$ cat src/rtl/fp_mul_pkg.sv
// Shared types and constants for the sequential radix-4 Booth significand multiplier.
package fp_mul_pkg;

  localparam int MAN_W  = 24;
  localparam int NDIG   = (MAN_W + 2) / 2;
  localparam int PROD_W = 2 * MAN_W;

  typedef enum logic [2:0] {ZERO, P1, P2, M1, M2} booth_digit_t;

  typedef struct packed {
    logic       sign;
    logic [9:0] exp_sum;
    logic [2:0] r_mode;
  } mul_tag_t;

  typedef enum logic [1:0] {IDLE, BUSY, DONE} mul_state_t;

  // Overlapping 3-bit group {b(2i+1), b(2i), b(2i-1)} to its radix-4 digit.
  function automatic booth_digit_t booth_recode(input logic [2:0] grp);
    booth_digit_t d;
    case (grp)
      3'b001, 3'b010: d = P1;
      3'b011:         d = P2;
      3'b100:         d = M2;
      3'b101, 3'b110: d = M1;
      default:        d = ZERO;
    endcase
    return d;
  endfunction

endpackage

$ cat src/rtl/fp_mul_booth_seq_if.sv
// Operand/result handshake bundle between the unpacker, the multiplier and normalisation.
interface fp_mul_booth_seq_if #(
  parameter int MAN_W = 24,
  parameter int TAG_W = 14
);
  logic                 in_valid;
  logic                 in_ready;
  logic [MAN_W-1:0]     man_X;
  logic [MAN_W-1:0]     man_Y;
  logic [TAG_W-1:0]     tag_in;
  logic                 kill;
  logic                 out_valid;
  logic                 out_ready;
  logic [2*MAN_W-1:0]   frc_Z_full;
  logic                 norm_n;
  logic [TAG_W-1:0]     tag_out;

  modport master (
    output in_valid, man_X, man_Y, tag_in, kill, out_ready,
    input  in_ready, out_valid, frc_Z_full, norm_n, tag_out
  );

  modport slave (
    input  in_valid, man_X, man_Y, tag_in, kill, out_ready,
    output in_ready, out_valid, frc_Z_full, norm_n, tag_out
  );
endinterface

$ cat src/rtl/fp_booth_pp.sv
// Radix-4 Booth recoder: one 3-bit multiplier group times man_x as a signed partial product.
module fp_booth_pp #(
  parameter int MAN_W = 24
) (
  input  logic [2:0]              grp,
  input  logic [MAN_W-1:0]        man_x,
  output logic signed [MAN_W+1:0] pp
);
  import fp_mul_pkg::*;

  booth_digit_t            dig;
  logic signed [MAN_W+1:0] x1;
  logic signed [MAN_W+1:0] x2;

  assign dig = booth_recode(grp);
  assign x1  = $signed({2'b00, man_x});
  assign x2  = x1 <<< 1;

  always_comb begin
    pp = '0;
    case (dig)
      P1:      pp = x1;
      P2:      pp = x2;
      M1:      pp = -x1;
      M2:      pp = -x2;
      default: pp = '0;
    endcase
  end

endmodule

$ cat src/rtl/fp_mul_booth_seq.sv
// Sequential radix-4 Booth significand multiplier: one digit per clock, zero early-out, tag sideband.
module fp_mul_booth_seq #(
  parameter int MAN_W = 24,
  parameter int TAG_W = 14
) (
  input logic               clk,
  input logic               rst_n,
  fp_mul_booth_seq_if.slave bus
);
  import fp_mul_pkg::*;

  localparam int ND = (MAN_W + 2) / 2;
  localparam int PW = 2 * MAN_W;
  localparam int AW = PW + 2;
  localparam int EW = MAN_W + 3;
  localparam int CW = $clog2(ND);

  mul_state_t              state, state_nxt;
  logic [CW-1:0]           cnt;
  logic signed [AW-1:0]    acc;
  logic signed [AW-1:0]    acc_nxt;
  logic signed [AW-1:0]    pp_sh;
  logic signed [MAN_W+1:0] pp;
  logic [MAN_W-1:0]        x_r;
  logic [EW-1:0]           e_r;
  logic [2:0]              grp;
  logic [PW-1:0]           prod_r;
  logic [TAG_W-1:0]        tag_r;
  logic                    accept;
  logic                    zero_op;
  logic                    last_dig;

  assign bus.in_ready = !bus.kill && (state == IDLE || (state == DONE && bus.out_ready));
  assign accept       = bus.in_valid && bus.in_ready;
  assign zero_op      = (bus.man_X == '0) || (bus.man_Y == '0);
  assign last_dig     = (cnt == CW'(ND - 1));

  // Digit i looks at E[2i+2:2i]; E carries an appended 0 below the LSB.
  assign grp = 3'(e_r >> {cnt, 1'b0});

  fp_booth_pp #(.MAN_W(MAN_W)) u_pp (
    .grp   (grp),
    .man_x (x_r),
    .pp    (pp)
  );

  assign pp_sh   = $signed({{(AW - MAN_W - 2){pp[MAN_W+1]}}, pp}) <<< {cnt, 1'b0};
  assign acc_nxt = acc + pp_sh;

  always_ff @(posedge clk or negedge rst_n) begin
    if (!rst_n) state <= IDLE;
    else        state <= state_nxt;
  end

  always_comb begin
    state_nxt = state;
    case (state)
      IDLE: if (accept) state_nxt = zero_op ? DONE : BUSY;
      BUSY: if (last_dig) state_nxt = DONE;
      DONE: begin
        if (accept)             state_nxt = zero_op ? DONE : BUSY;
        else if (bus.out_ready) state_nxt = IDLE;
      end
      default: state_nxt = IDLE;
    endcase
    if (bus.kill) state_nxt = IDLE;
  end

  // Operand capture on handshake, then one Booth digit accumulated per BUSY cycle.
  always_ff @(posedge clk or negedge rst_n) begin
    if (!rst_n) begin
      cnt    <= '0;
      acc    <= '0;
      x_r    <= '0;
      e_r    <= '0;
      prod_r <= '0;
      tag_r  <= '0;
    end else if (accept) begin
      x_r   <= bus.man_X;
      e_r   <= {2'b00, bus.man_Y, 1'b0};
      tag_r <= bus.tag_in;
      acc   <= '0;
      cnt   <= '0;
      if (zero_op) prod_r <= '0;
    end else if (state == BUSY && !bus.kill) begin
      acc <= acc_nxt;
      cnt <= cnt + CW'(1);
      if (last_dig) prod_r <= acc_nxt[PW-1:0];
    end
  end

  assign bus.out_valid  = (state == DONE);
  assign bus.frc_Z_full = prod_r;
  assign bus.norm_n     = prod_r[PW-1];
  assign bus.tag_out    = tag_r;

endmodule

$ cat src/flat_wrapper.sv
// flat-port wrapper written by rule: the top's interface ports become plain ports
module fp_mul_booth_seq_flat import fp_mul_pkg::*;
#(
  parameter int MAN_W = 24,
  parameter int TAG_W = 14
)
  (clk, rst_n, bus_in_valid, bus_man_X, bus_man_Y, bus_tag_in, bus_kill, bus_out_ready, bus_in_ready, bus_out_valid, bus_frc_Z_full, bus_norm_n, bus_tag_out);
  fp_mul_booth_seq_if #(.MAN_W(MAN_W), .TAG_W(TAG_W)) bus_i ();
  input logic clk;
  input logic rst_n;
  input wire logic [$bits(bus_i.in_valid)-1:0] bus_in_valid;
  input wire logic [$bits(bus_i.man_X)-1:0] bus_man_X;
  input wire logic [$bits(bus_i.man_Y)-1:0] bus_man_Y;
  input wire logic [$bits(bus_i.tag_in)-1:0] bus_tag_in;
  input wire logic [$bits(bus_i.kill)-1:0] bus_kill;
  input wire logic [$bits(bus_i.out_ready)-1:0] bus_out_ready;
  output wire logic [$bits(bus_i.in_ready)-1:0] bus_in_ready;
  output wire logic [$bits(bus_i.out_valid)-1:0] bus_out_valid;
  output wire logic [$bits(bus_i.frc_Z_full)-1:0] bus_frc_Z_full;
  output wire logic [$bits(bus_i.norm_n)-1:0] bus_norm_n;
  output wire logic [$bits(bus_i.tag_out)-1:0] bus_tag_out;
  assign bus_i.in_valid = bus_in_valid;
  assign bus_i.man_X = bus_man_X;
  assign bus_i.man_Y = bus_man_Y;
  assign bus_i.tag_in = bus_tag_in;
  assign bus_i.kill = bus_kill;
  assign bus_i.out_ready = bus_out_ready;
  assign bus_in_ready = bus_i.in_ready;
  assign bus_out_valid = bus_i.out_valid;
  assign bus_frc_Z_full = bus_i.frc_Z_full;
  assign bus_norm_n = bus_i.norm_n;
  assign bus_tag_out = bus_i.tag_out;
  fp_mul_booth_seq #(.MAN_W(MAN_W), .TAG_W(TAG_W)) u_core (.clk(clk), .rst_n(rst_n), .bus(bus_i));
endmodule
$ cat config.mk
export PLATFORM = sky130hd
export DESIGN_NAME = fp_mul_booth_seq_flat
export DESIGN_NICKNAME = d
export VERILOG_FILES = /design/src/rtl/fp_mul_pkg.sv /design/src/rtl/fp_mul_booth_seq_if.sv /design/src/rtl/fp_booth_pp.sv /design/src/rtl/fp_mul_booth_seq.sv /design/src/flat_wrapper.sv
export SDC_FILE = /design/constraint.sdc
export NUM_CORES = 1
export LEC_CHECK = 0
export CAP_MARGIN = 20
export CORE_ASPECT_RATIO = 1.1
export CORE_MARGIN = 8
export CORE_UTILIZATION = 35
export CTS_CLUSTER_SIZE = 40
export DETAILED_ROUTE_END_ITERATION = 7
export MAX_ROUTING_LAYER = met4
export SYNTH_ARGS = -nofsm -noshare
export SYNTH_HDL_FRONTEND = slang
export SYNTH_SLANG_ARGS = --single-unit
$ cat constraint.sdc
create_clock -name clk -period 5.7 [get_ports clk]
set_clock_uncertainty 0.2 [all_clocks]
set_input_delay 0.855 -clock clk [delete_from_list [all_inputs] [get_ports clk]]
set_output_delay 0.855 -clock clk [all_outputs]
set_load 0.05 [all_outputs]
Yosys cells after proc, flatten, opt, wreduce, memory -nomap -nowiden
Cells that the tools add are included.
{"block": "op_classes", "n_addsub": 4, "eq_ne": 17, "shift": 2, "mux": 17, "reduce_logical": 16}
{"op": "$mux W48", "count": 4}
{"op": "$pmux W26 S4", "count": 1}
{"op": "$mux W50", "count": 2}
{"op": "$add A50 B50 Y50", "count": 1}
{"op": "$sshl A26 B5 Y50", "count": 1}
{"op": "$logic_not A24 Y1", "count": 2}
{"op": "$neg A24 Y26", "count": 1}
{"op": "$neg A25 Y26", "count": 1}
{"op": "$shr A25 B5 Y3", "count": 1}
{"op": "$eq A3 B2 Y1 const B", "count": 4}
{"op": "$eq A3 B3 Y1 const B", "count": 4}
{"op": "$mux W2", "count": 6}
{"op": "$pmux W3 S4", "count": 1}
{"op": "$mux W4", "count": 2}
{"op": "$eq A3 B1 Y1 const B", "count": 2}
{"op": "$ne A3 B2 Y1 const B", "count": 2}
{"op": "$pmux W2 S3", "count": 1}
{"op": "$reduce_and A3 Y1", "count": 2}
{"op": "$add A4 B1 Y4 const B", "count": 1}
{"op": "$eq A4 B4 Y1 const B", "count": 1}
{"op": "$logic_and A1 B1 Y1", "count": 4}
{"op": "$ne A4 B3 Y1 const B", "count": 1}
{"op": "$reduce_bool A2 Y1", "count": 2}
{"op": "$reduce_or A2 Y1", "count": 2}
{"op": "6 further kinds", "count": 7}
{"block": "totals", "ff_bits": 166, "inputBits": 67, "out_inout_bits": 65}

Longest topological paths before layout
{"block": "depth", "ltp_word": 11, "mapped_depth": 28, "depth_no_buf": 25}

Hierarchy
Synthesis repeated with hierarchy kept, for this count alone.
{"block": "hier_totals", "cells_unflattened": 1542, "hier_area_um2": 12373.1}
{"module": "fp_mul_booth_seq", "instances": 1, "cells_per_inst": 1299, "area_each_um2": 10794.1, "seq_area_each_um2": 4103.9}
{"module": "fp_booth_pp", "instances": 1, "cells_per_inst": 243, "area_each_um2": 1579.0, "seq_area_each_um2": 0.0}

Least setup slack after synthesis
OpenSTA, ideal clock, no wires.
{"block": "synth_path", "path_kind": "reg2reg", "from": "reg u_core.cnt[0]", "to": "reg u_core.prod_r[37] (netlist: u_core.bus.frc_Z_full[37])", "setup_ns": 0.121, "arrival_time_ns": 5.621, "required_ns": 5.379, "path_slack_ns": -0.242, "stages_incl_launch_ff": 25, "n_path_buf": 3, "period_less_slack_ns": 5.942, "path_cell_list": "dfrtp_1 buf_6 mux4_2 mux2_4 mux2_4 nand3_2 nand2_2 buf_2 a22o_1 mux4_2 mux2_2 nor2_1 a211oi_1 ha_1 clkbuf_1 and4_1 nand2_1 a211o_1 a21o_1 a31oi_1 a41o_1 a41oi_1 o221a_2 xnor2_1 a22o_1"}
{"block": "synth_via", "elab_chain_len": 11}
{"item": "start, declared", "line": "fp_mul_booth_seq.sv:19", "source": "logic [CW-1:0] cnt;"}
{"item": "start signal, assigned", "line": "fp_mul_booth_seq.sv:87", "source": "cnt <= cnt + CW'(1);"}
{"item": "$shr A25 B5 Y3", "line": "fp_mul_booth_seq.sv:39", "source": "assign grp = 3'(e_r >> {cnt, 1'b0});"}
{"item": "$eq A3 B3 Y1 (tied with other cells)", "line": "fp_mul_pkg.sv:21", "source": "case (grp)"}
{"item": "$reduce_or A2 Y1", "line": "fp_mul_pkg.sv:21"}
{"item": "$pmux W3 S4", "line": "fp_mul_pkg.sv:21"}
{"item": "$eq A3 B3 Y1 (tied with other cells)", "line": "fp_booth_pp.sv:21", "source": "case (dig)"}
{"item": "$pmux W26 S4", "line": "fp_booth_pp.sv:21"}
{"item": "$sshl A26 B5 Y50", "line": "fp_mul_booth_seq.sv:47", "source": "assign pp_sh = $signed({{(AW - MAN_W - 2){pp[MAN_W+1]}}, pp}) <<< {cnt, 1'b0};"}
{"item": "$add A50 B50 Y50", "line": "fp_mul_booth_seq.sv:48", "source": "assign acc_nxt = acc + pp_sh;"}
{"item": "$mux W48", "line": "fp_mul_booth_seq.sv:88", "source": "if (last_dig) prod_r <= acc_nxt[PW-1:0];"}
{"item": "$mux W48", "line": "fp_mul_booth_seq.sv:85", "source": "end else if (state == BUSY && !bus.kill) begin"}
{"item": "$mux W48", "line": "fp_mul_booth_seq.sv:78", "source": "end else if (accept) begin"}
{"item": "end signal, assigned", "line": "fp_mul_booth_seq.sv:88"}
{"item": "end, declared", "line": "fp_mul_booth_seq.sv:27", "source": "logic [PW-1:0] prod_r;"}
Parallel ways exist; a longest one is shown, timed or not. The select of a mux whose other input is x is not followed.
A chain may end at the register's enable or synchronous reset.

Final worst setup path
{"block": "layout_path", "from": "reg u_core.cnt[0]", "to": "reg u_core.acc[47]"}
{"block": "layout_via", "elab_chain_len": 10}
{"item": "$shr A25 B5 Y3", "line": "fp_mul_booth_seq.sv:39"}
{"item": "$eq A3 B3 Y1 (tied with other cells)", "line": "fp_mul_pkg.sv:21"}
{"item": "$reduce_or A2 Y1", "line": "fp_mul_pkg.sv:21"}
{"item": "$pmux W3 S4", "line": "fp_mul_pkg.sv:21"}
{"item": "$eq A3 B3 Y1 (tied with other cells)", "line": "fp_booth_pp.sv:21"}
{"item": "$pmux W26 S4", "line": "fp_booth_pp.sv:21"}
{"item": "$sshl A26 B5 Y50 *", "line": "fp_mul_booth_seq.sv:47"}
{"item": "$add A50 B50 Y50 *", "line": "fp_mul_booth_seq.sv:48"}
{"item": "$mux W50 *", "line": "fp_mul_booth_seq.sv:85"}
{"item": "$mux W50 *", "line": "fp_mul_booth_seq.sv:78"}
{"item": "end signal, assigned", "line": "fp_mul_booth_seq.sv:86", "source": "acc <= acc_nxt;"}
{"item": "end, declared", "line": "fp_mul_booth_seq.sv:20", "source": "logic signed [AW-1:0] acc;"}
Every way passes the cells marked *; elsewhere a longest branch is shown, timed or not. The select of a mux whose other input is x is not followed.

==> summary.md <==
| Metric | Value |
|---|---|
| Status | `complete, but fails checks` |
| Failing checks | `setup timing` |
| DR WL met3 | `between 1500 and 2000 µm` |
| XOR/XNOR Fraction of Synth Area | `0.0494` |
| Area delta synth->final | `47.4%` |
| Initial Util | `0.352` |
| Post-cts hold buffer count | `0` |
| Top Ports | `132` |
| Post-synth net total | `1612` |
| DPL Wire Length | `around 32000 µm` |
| Pwr dens | `727 nW/µm²` |
| Die Height | `212 µm` |
| Final WS setup | `-0.360 ns` |
| Mux contribution to synthesized area | `0.0759` |
| Nets | `2021` |
| Post-synthesis sequential area ratio | `0.336` |
| Cts bufs inserted | `17` |
| Mapped Avg Cell Area | `a little over 8 µm²` |
| Die ar. | `around 41000 µm²` |
| Fraction of layout cells with a size suffix above 1 | `0.316` |
| Synth Flop Type | `dfrtp_1` |
| Max-slew violation count | `0` |
| Wire per inst | `18.1 µm` |
| Clock-pin slew on the worst setup and hold paths | `around 0.08 ns` |
| Largest net degree at the start of global routing | `101` |
| Initial DRC count | `762` |
| Mapped Cells | `between 1000 and 1500` |
| Post-synth top area cell | `dfrtp_1` |
| Critical path required time | `slightly below 6 ns` |
| Chip width | `~200 µm` |
| Worst slew pin tran | `0.955 ns` |
| Combinational power share | `0.782` |
| CP cell instances | `mux4_2 > mux2_4 > mux2_4 > nand3_4 > nand2_8 > buf_6 > a22o_1 > mux4_2 > mux2i_2 > nor2_1 > ha_1 > nand3_1 > or3_4 > a211o_1 > a21o_1 > buf_4 > o211a_1 > nor2_4 > a211oi_2 > buf_4 > or4_4 > nand3_2 > o2bb2ai_2` |
| CP endpoint kind | `flip-flop` |
| HP Class | `in2async` |
| Vias | `around 13000` |
| GP Congestion | `0.930` |
| Critical path class | `reg2reg` |
| Crit path max fanout | `8` |
| Internal power | `slightly above 0.007 W` |
| Root buffer cell | `clkbuf_16` |
| Post-route cell area | `18000 µm²` |
| Count leader, synth | `nand2_1` |
| Setup violators final | `39` |
| Std-Cell Rows | `72` |
| Worst setup startpoint | `u_core.cnt[0]` |
| CTS Sinks | `164` |
| WP depth | `23` |
| FMAX | `between 150 and 200 MHz` |
| Compound-cell area share of the yosys netlist | `0.229` |
| Slowest stage delay, CP | `about 0.53 ns` |
| Fin crit share | `1.06` |
| RSZ-0062 raised after global routing | `true` |
| Switching pwr | `0.00601 W` |
| Main combinational cell family by area after synthesis | `compound AO/OA/AOI/OAI gates` |
| Vias in the first global route | `12755` |
| Top Metal Used | `met4` |
| Grt total ovfl | `0` |
| Clk pwr share | `0.092` |
| Peak supply drop | `slightly below 0.3 mV` |
| First-pass GRT wire length | `67900 µm` |
| Leakage | `between 8 and 9 nW` |
| Switching Share | `0.459` |
| Met2 wire len | `just over 20000 µm` |
| Worst-Skew Late Latency | `around 0.46 ns` |
| Endpoints failing hold | `0` |
| R2R depth | `23` |
| Nature of the critical path startpoint | `flip-flop` |
| Syn. warnings | `0` |
| Asr flop ratio synth | `1.00` |
| Hold WS | `between 0.15 and 0.2 ns` |
| Slowest CP cell | `mux4_2` |
| Vias/cell | `5.32` |
| Crit path max-delay family | `multiplexers` |
| Synth area leaders | `dfrtp_1 34%, nand2_1 10%, ha_1 5.2%, a21oi_1 4.3%, o21ai_0 3.4%` |
| Total Routing Usage GR | `0.209` |
| Minimum setup slack after placement | `-0.666 ns` |
| Clock buffer depth | `2` |
| Netlist cell types | `85` |
| Drt pass-1 iters | `5` |
| Post-synthesis simple-gate area fraction | `0.211` |
| Worst R2R Start | `u_core.cnt[0]` |
| Netlist Area Pre-Place | `about 12000 µm²` |
| WL met1 | `19500 µm` |
| Final critical-path required period | `approximately 6.1 ns` |
| Synth Area in Adders | `0.0538` |
| Share of the synthesized area in the top cell type | `0.336` |
| Core area | `between 30000 and 40000 µm²` |
| DRC Markers | `0` |
| Number of max-cap violations | `0` |
| Antenna Violating Nets Remaining | `0` |
| # H-tree levels | `4` |
| Antenna violations before repair | `0` |
| Reg power frac | `0.126` |
| Crit path DAT | `about 6.3 ns` |
| CTS tree | `done` |
| List of most frequent post-synthesis cells | `333 x nand2_1, 164 x dfrtp_1, 104 x a21oi_1` |
| Max-slew headroom | `0.362` |
| Post-synth EDFFs | `0` |
| Port bufs | `roughly 130` |
| CP bufs+invs | `3` |
| Final WL | `between 40000 and 50000 µm` |
| Placement Cell Area | `about 16000 µm²` |
| Flops & latches, synth | `about 160` |
-- kinds of logic (layout without fill, tap and decap cells) --
| kind of cell | Yosys count | after routing |
|---|---|---|
| and+or+nand+nor | 586 | 586 |
| AOI/OAI and AO/OA | 419 | 419 |
| DFF | 164 | 164 |
| buffers and inverters | 132 | 554 |
| muxes | 71 | 71 |
| xor gates and xnor gates | 69 | 69 |
| adders and majority gates | 52 | 52 |
| other | 0 | 1 |
-- layer usage --
metal  track usage  vias up
met5             -        -
met4        0.0630        0
met3        0.0326       61
met2         0.353      286
met1         0.258     6042
li1              -     6177
-- worst register-to-register path, stage by stage, from the launching register on --
cell	delay, ns
dfrtp_2	0.45
mux4_2	0.53
mux2_4	0.30
mux2_4	0.31
nand3_4	0.10
nand2_8	0.08
buf_6	0.15
a22o_1	0.24
mux4_2	0.51
mux2i_2	0.19
nor2_1	0.07
ha_1	0.34
nand3_1	0.09
or3_4	0.36
a211o_1	0.35
a21o_1	0.24
buf_4	0.16
o211a_1	0.23
nor2_4	0.21
a211oi_2	0.11
buf_4	0.17
or4_4	0.42
nand3_2	0.08
o2bb2ai_2	0.10
-- metrics by stage --
stage | util | setup TNS, ns | cells | power (W)
finish | 0.518 | -5.72 | 2360 | 0.0131
global route | 0.518 | -15.37 | 2359 | 0.0140
CTS | 0.502 | -3.78 | 2346 | 0.0124
detailed placement | 0.464 | -23.65 | 2286 | 0.0104
global placement | 0.464 | -17.33 | 2286 | 0.0103
floorplan | - | -0.0610 | 1493 | 0.00648
-- cell type report --
type	instances	area, µm²
antenna	1	2.50
clock buffer	19	453
clock inverter	13	146
fill	3293	16800
inverter	33	124
multi-input combinational	1197	8510
sequential	164	4110
tap	444	556
timing repair buffer	489	4120
-- worst paths after layout --
kind | to | slack, ns
max in group asynchronous | u_core.cnt[0] | 4.11
min | u_core.bus.frc_Z_full[13] | 0.17
min in group clk | u_core.bus.frc_Z_full[1] | 0.27
min reg2reg | u_core.bus.frc_Z_full[1] | 0.27
max | u_core.acc[47] | -0.36
max reg2reg | u_core.acc[47] | -0.36
-- cell usage in the layout (no fill, tap or decap), types with 22 or more instances in the layout --
master / instances
buf_4: 332
nand2_1: 325
dfrtp_1: 162
clkdlybuf4s50_1: 130
nor2_1: 84
a21oi_1: 71
o21ai_0: 47
ha_1: 45
a22o_1: 39
xnor2_1: 36
a21oi_2: 31
a21o_1: 31
inv_1: 30
nand3_1: 29
o21ai_1: 26
mux2_2: 24
buf_6: 23
mux2i_1: 22
-- what timing repair did --
item                                    4_1_cts  5_1_grt
setup buffers                                30       20
cloned                                        0        1
endpoints found under the setup margin       61       60
pin swaps                                    61       62
resized for setup                           137       99
-- state kept, by name, summed over array words and instances, names as in the netlist --
| name | flops |
|---|---|
| u_core.acc | 48 |
| u_core.bus.frc_Z_full | 48 |
| u_core.e_r | 24 |
| u_core.x_r | 24 |
| u_core.bus.tag_out | 14 |
| u_core.cnt | 4 |
| u_core.state | 2 |
-- power by group through the flow --
stage | logic (W) | registers [W] | clock network [W]
3_5_place_dp | 0.00872 | 0.00165 | 0
3_3_place_gp | 0.00862 | 0.00165 | 0
6_report | 0.0102 | 0.00165 | 0.00121
2_1_floorplan | 0.00471 | 0.00177 | 0
5_1_grt | 0.0110 | 0.00169 | 0.00128
4_1_cts | 0.00951 | 0.00165 | 0.00123
No activity file was read; power rests on OpenSTA's default activity.
